## src/rtl/uart_fifo_pkg.sv

```systemverilog
// uart_fifo_pkg: default sizing shared by the UART host-side FIFO front end.
// WIDTH must match the byte width of the attached uart instance.
package uart_fifo_pkg;
  localparam int unsigned UF_WIDTH      = 8;
  localparam int unsigned UF_DEPTH_LOG2 = 4;
endpackage

```

## src/rtl/uart_fifo_sync_fifo.sv

```systemverilog
// uart_fifo_sync_fifo: single-clock first-word-fall-through FIFO with occupancy count.
// A pop on a full FIFO frees the slot for a push on the same edge; a pop on empty is ignored.
module uart_fifo_sync_fifo
  import uart_fifo_pkg::*;
#(
  parameter int unsigned DEPTH_LOG2 = UF_DEPTH_LOG2,
  parameter int unsigned WIDTH      = UF_WIDTH
) (
  input  logic                  clk,
  input  logic                  rst,
  input  logic                  push,
  input  logic [WIDTH-1:0]      din,
  input  logic                  pop,
  output logic [WIDTH-1:0]      dout,
  output logic                  full,
  output logic                  empty,
  output logic [DEPTH_LOG2:0]   count
);
  localparam int unsigned CNT_W = DEPTH_LOG2 + 1;
  localparam logic [DEPTH_LOG2-1:0] PTR_ONE   = DEPTH_LOG2'(1'b1);
  localparam logic [CNT_W-1:0]      CNT_ONE   = CNT_W'(1'b1);
  localparam logic [CNT_W-1:0]      DEPTH_CNT = {1'b1, {DEPTH_LOG2{1'b0}}};

  logic [WIDTH-1:0]      mem_r [0:(1 << DEPTH_LOG2) - 1];
  logic [DEPTH_LOG2-1:0] wr_ptr_r;
  logic [DEPTH_LOG2-1:0] rd_ptr_r;
  logic [CNT_W-1:0]      count_r;
  logic                  push_ok_s;
  logic                  pop_ok_s;

  assign empty = (count_r == {CNT_W{1'b0}});
  assign full  = (count_r == DEPTH_CNT);
  assign count = count_r;
  assign dout  = empty ? {WIDTH{1'b0}} : mem_r[rd_ptr_r];

  // accept decisions: popping a full FIFO makes room for this edge's push
  always_comb begin
    pop_ok_s  = pop && !empty;
    push_ok_s = push && (!full || pop_ok_s);
  end

  // pointers and occupancy
  always_ff @(posedge clk) begin
    if (rst) begin
      wr_ptr_r <= {DEPTH_LOG2{1'b0}};
      rd_ptr_r <= {DEPTH_LOG2{1'b0}};
      count_r  <= {CNT_W{1'b0}};
    end else begin
      if (push_ok_s) wr_ptr_r <= wr_ptr_r + PTR_ONE;
      else           wr_ptr_r <= wr_ptr_r;
      if (pop_ok_s)  rd_ptr_r <= rd_ptr_r + PTR_ONE;
      else           rd_ptr_r <= rd_ptr_r;
      case ({push_ok_s, pop_ok_s})
        2'b10:   count_r <= count_r + CNT_ONE;
        2'b01:   count_r <= count_r - CNT_ONE;
        default: count_r <= count_r;
      endcase
    end
  end

  // storage is not reset; stale entries are unreachable once the pointers clear
  always_ff @(posedge clk) begin
    if (push_ok_s) mem_r[wr_ptr_r] <= din;
  end
endmodule

```

## src/rtl/uart_fifo.sv

```systemverilog
// uart_fifo: buffered CPU front end driving the wr/rd strobes of the unbuffered UART.
// Define UART_FIFO_ERR_EN to add sticky tx_ovf/rx_ovf flags cleared by err_clr.
module uart_fifo
  import uart_fifo_pkg::*;
#(
  parameter int unsigned DEPTH_LOG2 = UF_DEPTH_LOG2,
  parameter int unsigned WIDTH      = UF_WIDTH
) (
  input  logic                  clk,
  input  logic                  rst,
  input  logic                  tx_wr,
  input  logic [WIDTH-1:0]      tx_data,
  output logic                  tx_full,
  output logic [DEPTH_LOG2:0]   tx_count,
  input  logic                  rx_rd,
  output logic [WIDTH-1:0]      rx_data,
  output logic                  rx_ready,
  output logic [DEPTH_LOG2:0]   rx_count,
  input  logic                  u_ready,
  output logic                  u_wr,
  output logic [WIDTH-1:0]      u_din,
  input  logic                  u_full,
  output logic                  u_rd,
  input  logic [WIDTH-1:0]      u_dout
`ifdef UART_FIFO_ERR_EN
  ,
  output logic                  tx_ovf,
  output logic                  rx_ovf,
  input  logic                  err_clr
`endif
);
  logic             tx_empty_s;
  logic             rx_empty_s;
  logic             rx_full_s;
  logic [WIDTH-1:0] tx_head_s;
  logic             drain_s;
  logic             fill_s;
  logic             tx_push_s;
  logic             rx_pop_s;
  logic             rx_push_s;
  logic             u_wr_r;
  logic             u_rd_r;
  logic [WIDTH-1:0] u_din_r;
  logic [WIDTH-1:0] rx_byte_r;

  uart_fifo_sync_fifo #(.DEPTH_LOG2(DEPTH_LOG2), .WIDTH(WIDTH)) tx_fifo (
    .clk(clk), .rst(rst), .push(tx_push_s), .din(tx_data), .pop(drain_s),
    .dout(tx_head_s), .full(tx_full), .empty(tx_empty_s), .count(tx_count)
  );

  uart_fifo_sync_fifo #(.DEPTH_LOG2(DEPTH_LOG2), .WIDTH(WIDTH)) rx_fifo (
    .clk(clk), .rst(rst), .push(rx_push_s), .din(rx_byte_r), .pop(rx_pop_s),
    .dout(rx_data), .full(rx_full_s), .empty(rx_empty_s), .count(rx_count)
  );

  assign rx_ready = !rx_empty_s;
  assign u_wr     = u_wr_r;
  assign u_rd     = u_rd_r;
  assign u_din    = u_din_r;

  // strobe guards: the UART drops ready/full only a cycle after seeing our strobe
  always_comb begin
    drain_s   = u_ready && !tx_empty_s && !u_wr_r;
    fill_s    = u_full && !u_rd_r;
    tx_push_s = tx_wr && (!tx_full || drain_s);
    rx_pop_s  = rx_rd && !rx_empty_s;
    rx_push_s = u_rd_r && (!rx_full_s || rx_pop_s);
  end

  // UART strobes and byte registers; the acked byte is queued on the following edge
  always_ff @(posedge clk) begin
    if (rst) begin
      u_wr_r    <= 1'b0;
      u_rd_r    <= 1'b0;
      u_din_r   <= {WIDTH{1'b0}};
      rx_byte_r <= {WIDTH{1'b0}};
    end else begin
      u_wr_r <= drain_s;
      u_rd_r <= fill_s;
      if (drain_s) u_din_r <= tx_head_s;
      else         u_din_r <= u_din_r;
      if (fill_s)  rx_byte_r <= u_dout;
      else         rx_byte_r <= rx_byte_r;
    end
  end

`ifdef UART_FIFO_ERR_EN
  logic tx_drop_s;
  logic rx_drop_s;
  logic tx_ovf_r;
  logic rx_ovf_r;

  assign tx_ovf = tx_ovf_r;
  assign rx_ovf = rx_ovf_r;

  // bytes lost on a full FIFO
  always_comb begin
    tx_drop_s = tx_wr && !tx_push_s;
    rx_drop_s = u_rd_r && !rx_push_s;
  end

  // sticky overflow flags; a new overflow outranks err_clr
  always_ff @(posedge clk) begin
    if (rst) begin
      tx_ovf_r <= 1'b0;
      rx_ovf_r <= 1'b0;
    end else begin
      if (tx_drop_s)    tx_ovf_r <= 1'b1;
      else if (err_clr) tx_ovf_r <= 1'b0;
      else              tx_ovf_r <= tx_ovf_r;
      if (rx_drop_s)    rx_ovf_r <= 1'b1;
      else if (err_clr) rx_ovf_r <= 1'b0;
      else              rx_ovf_r <= rx_ovf_r;
    end
  end
`endif
endmodule

```

## config.mk

```make
export PLATFORM = sky130hd
export DESIGN_NAME = uart_fifo
export DESIGN_NICKNAME = d
export VERILOG_FILES = /design/src/rtl/uart_fifo_pkg.sv /design/src/rtl/uart_fifo_sync_fifo.sv /design/src/rtl/uart_fifo.sv
export SDC_FILE = /design/constraint.sdc
export NUM_CORES = 1
export LEC_CHECK = 0
export BUFFER_PORTS_ARGS = -buffer_cell sky130_fd_sc_hd__buf_2
export CORE_MARGIN = 3
export CORE_UTILIZATION = 45
export DETAILED_ROUTE_END_ITERATION = 12
export PLACE_DENSITY = 0.6
export SLEW_MARGIN = 0
export SYNTH_ARGS = -nofsm -noshare
export SYNTH_HDL_FRONTEND = slang
export SYNTH_SLANG_ARGS = --single-unit
export TNS_END_PERCENT = 30
```

## constraint.sdc

```tcl
create_clock -name clk -period 7.1 [get_ports clk]
set_input_delay 1.065 -clock clk [delete_from_list [all_inputs] [get_ports clk]]
set_output_delay 1.065 -clock clk [all_outputs]
set_load 0.05 [all_outputs]
```

==> results of run 1 <==
## layer usage
layer	wire [µm]	vias up	share of wire, %
met3	1007	44	4.3
met2	11900	131	51
met5	0	-	0
met1	9862	3113	42
li1	-	2924	-
met4	672	0	2.9
## worst paths after layout
path | startpoint | to | slack [ps] | cells after the start
setup / recovery | flip-flop | rx_data[4] | 3430 | 5
hold / removal | u_din[3] | u_din[3] | 520 | 2
setup reg to reg | tx_fifo.count[2] | tx_fifo.count[4] | 3770 | 10
hold reg to reg | u_din[3] | u_din[3] | 520 | 2
## synth_stat cells, drive strengths merged (9+ instances only)
cell type | n | area (µm²)
a21oi | 19 | 95.09
and2 | 13 | 81.33
buf | 26 | 136.4
clkbuf | 13 | 50.04
dfxtp | 48 | 960.9
edfxtp | 256 | 7687
ha | 18 | 225.2
mux2i | 85 | 850.8
mux4 | 32 | 720.7
nand2 | 31 | 116.4
nand2b | 9 | 56.30
nor2 | 51 | 191.4
nor4 | 10 | 77.57
o22ai | 42 | 262.8
xor2 | 13 | 113.9
## final cells by class
type / instances / area [µm²]
inverter: 8 / 30.03
tap: 335 / 419.2
clock buffer: 45 / 920.9
multi-input combinational: 380 / 3239
timing repair buffer: 54 / 277.8
fill: 2111 / 12580
clock inverter: 11 / 157.7
sequential: 304 / 8655
## tightest hold or removal path, cell delays in order (launching register included)
cell and delay (ps):
dfxtp_1 320, nor2_1 100, a211oi_1 50
## logic make-up (layout without fill, tap and decap cells)
logic type / count (synthesis) / count (layout) / share of synthesized area (%)
muxes: 118 / 118 / 13.08
buffers and inverters: 47 / 118 / 1.789
and+or+nand+nor: 143 / 143 / 5.925
xor gates and xnor gates: 19 / 19 / 1.375
AOI/OAI and AO/OA: 81 / 81 / 4.333
adders and majority gates: 19 / 19 / 2.027
DFF: 304 / 304 / 71.47
## per-stage QoR
step / cells / area (µm²)
floorplan: 731 / 12100
global placement: 1081 / 12620
detailed placement: 1081 / 12620
CTS: 1137 / 13700
global route: 1137 / 13700
finish: 1137 / 13700
## state kept, by name, indices dropped and copies added (netlist names), named ones only
name,flops
rx_byte_r,8
u_wr,1
tx_fifo.wr_ptr_r,4
rx_fifo.rd_ptr_r,4
tx_fifo.mem_r,128
tx_fifo.rd_ptr_r,4
tx_fifo.count,5
u_rd,1
rx_fifo.wr_ptr_r,4
rx_fifo.mem_r,128
rx_fifo.count,5
u_din,8
## power by group
part	switching (mW)	internal [mW]	total (mW)	leakage [nW]
combinational	0.732	0.383	1.12	1.25
sequential	0.107	2.02	2.13	2.73
clock	0.637	1.04	1.68	0.529
total	1.48	3.44	4.92	4.51
==> flow_metrics.py, run 1 <==
metrics = {
    "layout": {
        "drive_above_1_share_pct": 18.20,
        "areaGrowthSynthToFinish_pct": 13.21,
        "fin_util_pct": 52.13,
        "final_common_cell": "edfxtp_1",
        "diodes": 0,
        "mostFrequentLayoutCells": "256 x edfxtp_1, 85 x mux2i_1, 51 x nor2_1, 51 x buf_2, 45 x dfxtp_1",
        "nets": 819,
    },
    "timing": {
        "fmax_ghz": 0.2726,
        "worst_slack_ps": 3431,
        "whs_ps": 519.7,
        "worst_pin_slew_ps": 1208,
        "fin_setup_tns_ps": 0,
        "period_minus_slack_ps": 3669,
        "rsz0062_at_grt": "no",
        "timing.final.crit_share_pct": 51.67,
        "hold_viol_final": 0,
        "slew_viol_final": 0,
        "relSlewSlack_pct": 18.87,
        "finalSetupViolCount": 0,
        "finClkSkew_ps": 14.36,
    },
    "outcome": {
        "status": "finished clean",
    },
    "placed_design": {
        "io_buffer_count": 51,
        "pre_cts_slack_ps": 3214,
        "gp_congestion": 0.8192,
        "dp_hpwl_um": 15390,
    },
    "detailed_routing": {
        "ant_nets": 0,
        "drt_iter0_markers": 578,
        "dr.pass1.iters": 5,
        "drc": 0,
        "wl_per_cell_um": 20.62,
        "vias": 6212,
        "via_per_inst": 5.464,
        "wl_um": 23440,
    },
    "synth": {
        "synthArstFlopShare_pct": 0,
        "ys_ff_latch": 304,
        "avgSynthCellArea_um2": 16.55,
        "synth_edf_count": 256,
        "synthesis.nets": 772,
        "ys_seq_area_share_pct": 71.47,
        "synth_area_mm2": 0.01210,
        "synth_warnings": 0,
        "ys_types": 44,
        "synth_ff_type": "edfxtp_1",
        "netlist_instances": 731,
    },
    "cts": {
        "htreeDepth": 1,
        "postCtsHoldBufs": 0,
        "clk_pin_slew_worst_paths_ps": 60,
        "worstSkewPairLatency_ps": 540,
        "cts_resized": 0,
        "cts-root-buf": "clkbuf_16",
        "clock_path_buffers": 3,
        "post_cts.repair.setup_buffers": 0,
        "cts-buffers-inserted": 30,
        "clock_sinks": 304,
        "cts_tree": "yes",
    },
    "setup_path": {
        "arrival_ps": 2600,
        "required_ps": 6030,
        "critPathMaxFanout": 32,
        "crit_chain": "buf_4, mux4_2, mux2i_1, o22ai_1, buf_2",
        "start_kind": "flip-flop",
        "cpPeakStageDelay_ps": 590,
        "critPathKind": "flip-flop to primary output",
        "crit_slowest_cell": "mux4_2",
        "crit_family": "multiplexers",
        "end_kind": "primary output",
        "crit_buf_inv": 2,
    },
    "power": {
        "p_total_mw": 4.917,
        "power_density_mw_per_mm2": 358.9,
        "vdd_drop_max_uv": 230.3,
        "p_leak_nw": 4.505,
    },
    "grt": {
        "grt_max_degree": 49,
        "use_met2_pct": 29.11,
        "grt_pass1_vias": 6396,
        "grt_overflow": 0,
        "grt_pass1_wl_um": 36870,
        "antenna_found_initial": 0,
        "use_met1_pct": 21.19,
        "grt_usage_pct": 16.48,
        "busiest_layer": "met2",
        "grt_use_met3_pct": 2.578,
    },
    "min_path": {
        "hold_path.class": "flip-flop to flip-flop",
    },
    "floorplan": {
        "coreArea_mm2": 0.02628,
        "die_x_um": 170.0,
        "die_h_um": 170.0,
        "ios": 52,
        "die_area_mm2": 0.02889,
        "rows": 59,
        "initial_core_util_pct": 46.04,
    },
    "flow_run": {
        "maxCapViolations": 0,
    },
}
(Power assumes the default switching activity.)
==> run 2, diff against run 1 <==
--- a/config.mk
+++ b/config.mk
@@ -5,11 +5,12 @@
 export SDC_FILE = /design/constraint.sdc
 export NUM_CORES = 1
 export LEC_CHECK = 0
+export ABC_AREA = 1
 export BUFFER_PORTS_ARGS = -buffer_cell sky130_fd_sc_hd__buf_2
 export CORE_MARGIN = 3
 export CORE_UTILIZATION = 45
 export DETAILED_ROUTE_END_ITERATION = 12
-export PLACE_DENSITY = 0.6
+export PLACE_DENSITY = 0.63
 export SLEW_MARGIN = 0
 export SYNTH_ARGS = -nofsm -noshare
 export SYNTH_HDL_FRONTEND = slang
==> constraint.sdc (replaced) <==
create_clock -name clk -period 3.1 [get_ports clk]
set_input_delay 0.465 -clock clk [delete_from_list [all_inputs] [get_ports clk]]
set_output_delay 0.465 -clock clk [all_outputs]
set_load 0.05 [all_outputs]
==> run 2 against run 1 <==
Net effect: critical path type unchanged; power up 150%; cell count increased by 52%; clock skew rose by 3.6 ps; critical endpoint is now rx_data[6]; largest power group unchanged; non-clock buffer count grew 35.
==> flow_metrics.py, run 2 <==
metrics = {
    "outcome": {
        "status": "finished clean",
    },
    "floorplan": {
        "rows": 61,
        "die_h_um": 175.7,
        "coreArea_mm2": 0.02809,
        "ios": 52,
        "die_area_mm2": 0.03087,
        "initial_core_util_pct": 46.13,
        "die_x_um": 175.7,
    },
    "timing": {
        "finClkSkew_ps": 17.99,
        "finalSetupViolCount": 0,
        "hold_viol_final": 0,
        "relSlewSlack_pct": 27.98,
        "worst_slack_ps": 183.0,
        "fmax_ghz": 0.3428,
        "slew_viol_final": 0,
        "timing.final.crit_share_pct": 94.10,
        "fin_setup_tns_ps": 0,
        "whs_ps": 145.4,
        "worst_pin_slew_ps": 1079,
        "rsz0062_at_grt": "no",
        "period_minus_slack_ps": 2917,
    },
    "power": {
        "power_density_mw_per_mm2": 836.2,
        "p_total_mw": 12.29,
        "vdd_drop_max_uv": 732.7,
        "p_leak_nw": 6.011,
    },
    "cts": {
        "cts-root-buf": "clkbuf_16",
        "worstSkewPairLatency_ps": 550,
        "clk_pin_slew_worst_paths_ps": 70,
        "postCtsHoldBufs": 0,
        "clock_path_buffers": 3,
        "htreeDepth": 1,
        "cts_tree": "yes",
        "clock_sinks": 304,
        "cts_resized": 0,
        "post_cts.repair.setup_buffers": 0,
        "cts-buffers-inserted": 30,
    },
    "synth": {
        "synthTopCellsByArea": "edfxtp_1 59%, nand2_1 12%, nand3_1 7.6%, dfxtp_1 7.4%, inv_1 3.2%",
        "synth_most_common_cell": "nand2_1",
        "synth-xor-area-share_pct": 0.6759,
        "ys_types": 25,
        "synth_top_family_by_area": "simple AND/OR/NAND/NOR gates",
        "synth_warnings": 0,
        "synth_commonest_cells": "404 x nand2_1, 256 x edfxtp_1, 198 x nand3_1, 110 x inv_1, 76 x nor2_1",
        "synth_edf_count": 256,
        "synthArstFlopShare_pct": 0,
        "synthesis.nets": 1307,
        "synth_ff_type": "edfxtp_1",
        "avgSynthCellArea_um2": 10.23,
        "synth_top_cell_area_share_pct": 59.33,
        "netlist_instances": 1266,
        "ys_seq_area_share_pct": 66.74,
        "ys_ff_latch": 304,
        "yosys.area_share.simple_pct": 22.55,
        "yosysTopAreaCell": "edfxtp_1",
        "synth_area_mm2": 0.01296,
        "synth_compound_area_share_pct": 2.221,
        "yosys-mux-area-fraction_pct": 0,
        "synthAdderAreaFrac_pct": 1.893,
    },
    "setup_path": {
        "critPathKind": "flip-flop to primary output",
        "crit_chain": "inv_1, nand3_1, nand3_1, nand2_1, nand2_1, a21oi_1, buf_2",
        "critPathMaxFanout": 32,
        "rrSetupSlack_ps": 600,
        "arrival_ps": 2450,
        "cpPeakStageDelay_ps": 770,
        "start_kind": "flip-flop",
        "end_kind": "primary output",
        "crit_slowest_cell": "inv_1",
        "crit_buf_inv": 2,
        "crit_family": "buffers and inverters",
        "required_ps": 2630,
    },
    "flow_run": {
        "maxCapViolations": 0,
    },
    "layout": {
        "mostFrequentLayoutCells": "404 x nand2_1, 256 x edfxtp_1, 198 x nand3_1",
        "n_fill_cell": 2516,
        "nets": 1371,
        "drive_above_1_share_pct": 10.86,
        "areaGrowthSynthToFinish_pct": 13.38,
        "largest_registers": "rx_fifo.mem_r x128, tx_fifo.mem_r x128",
        "fin_util_pct": 52.31,
        "diodes": 0,
        "final_common_cell": "nand2_1",
    },
    "detailed_routing": {
        "dr.pass1.iters": 5,
        "drt_iter0_markers": 770,
        "wl_per_cell_um": 17.25,
        "via_per_inst": 5.095,
        "ant_nets": 0,
        "drc": 0,
        "wl_um": 29880,
        "vias": 8824,
    },
    "placed_design": {
        "gp_congestion": 0.7946,
        "dp_hpwl_um": 18470,
        "io_buffer_count": 51,
        "pre_cts_slack_ps": 618.2,
    },
    "grt": {
        "grt_pass1_wl_um": 47000,
        "grt_overflow": 0,
        "antenna_found_initial": 1,
        "grt_usage_pct": 19.19,
        "grt_max_degree": 67,
        "grt_pass1_vias": 8337,
    },
    "min_path": {
        "hold_path.class": "input pin to flip-flop",
    },
}
run 2: logic make-up after synthesis:
| group | after synthesis |
|---|---|
| adders and majority gates | 19 |
| buffers and inverters | 176 |
| AOI/OAI and AO/OA | 56 |
| xor gates and xnor gates | 10 |
| and+or+nand+nor | 701 |
| DFF | 304 |
run 2: layout make-up:
| class | instances | area (µm²) | share of cell area [%] |
|---|---|---|---|
| Timing Repair Buffer | 89 | 553.0 | 3.764 |
| Clock inverter | 20 | 231.5 | 1.576 |
| Sequential cell | 304 | 8651 | 58.88 |
| Clock buffer | 36 | 794.5 | 5.408 |
| Tap cell | 378 | 473.0 | 3.219 |
| Inverter | 119 | 446.7 | 3.040 |
| Multi-Input combinational cell | 786 | 3542 | 24.11 |
run 2: metal layers:
| layer | track usage, % | vias to the layer above | wire (µm) |
|---|---|---|---|
| met2 | 28.44 | 294 | 13290 |
| met3 | 2.918 | 59 | 1966 |
| met4 | 5.675 | 0 | 738 |
| li1 | - | 4343 | - |
| met1 | 29.36 | 4128 | 13890 |
| met5 | 0 | - | 0 |
run 2: final timing paths:
check | startpoint | endpoint | cells after the start
max | flip-flop | rx_data[6] | 7
min | u_dout[7] | rx_byte_r[7] | 3
max reg2reg | rx_fifo.count[1] | rx_fifo.count[4] | 12
min reg2reg | rx_fifo.rd_ptr_r[2] | rx_fifo.rd_ptr_r[2] | 2
run 2: tightest hold or removal path, stage by stage:
cell    delay [ps]
buf_2           80
nor2_1          30
nor2_1          80
run 2: where the power goes:
part	leakage [nW]	internal, mW	switching, mW
clock	0.497	2.24	1.50
sequential	2.73	4.65	0.212
combinational	2.79	0.961	2.72
run 2: through the flow:
stage / cells / instance area (µm²)
after floorplan: 1266 / 12960
after global placement: 1676 / 13670
after detailed placement: 1676 / 13670
after CTS: 1732 / 14690
after global routing: 1732 / 14690
final: 1732 / 14690
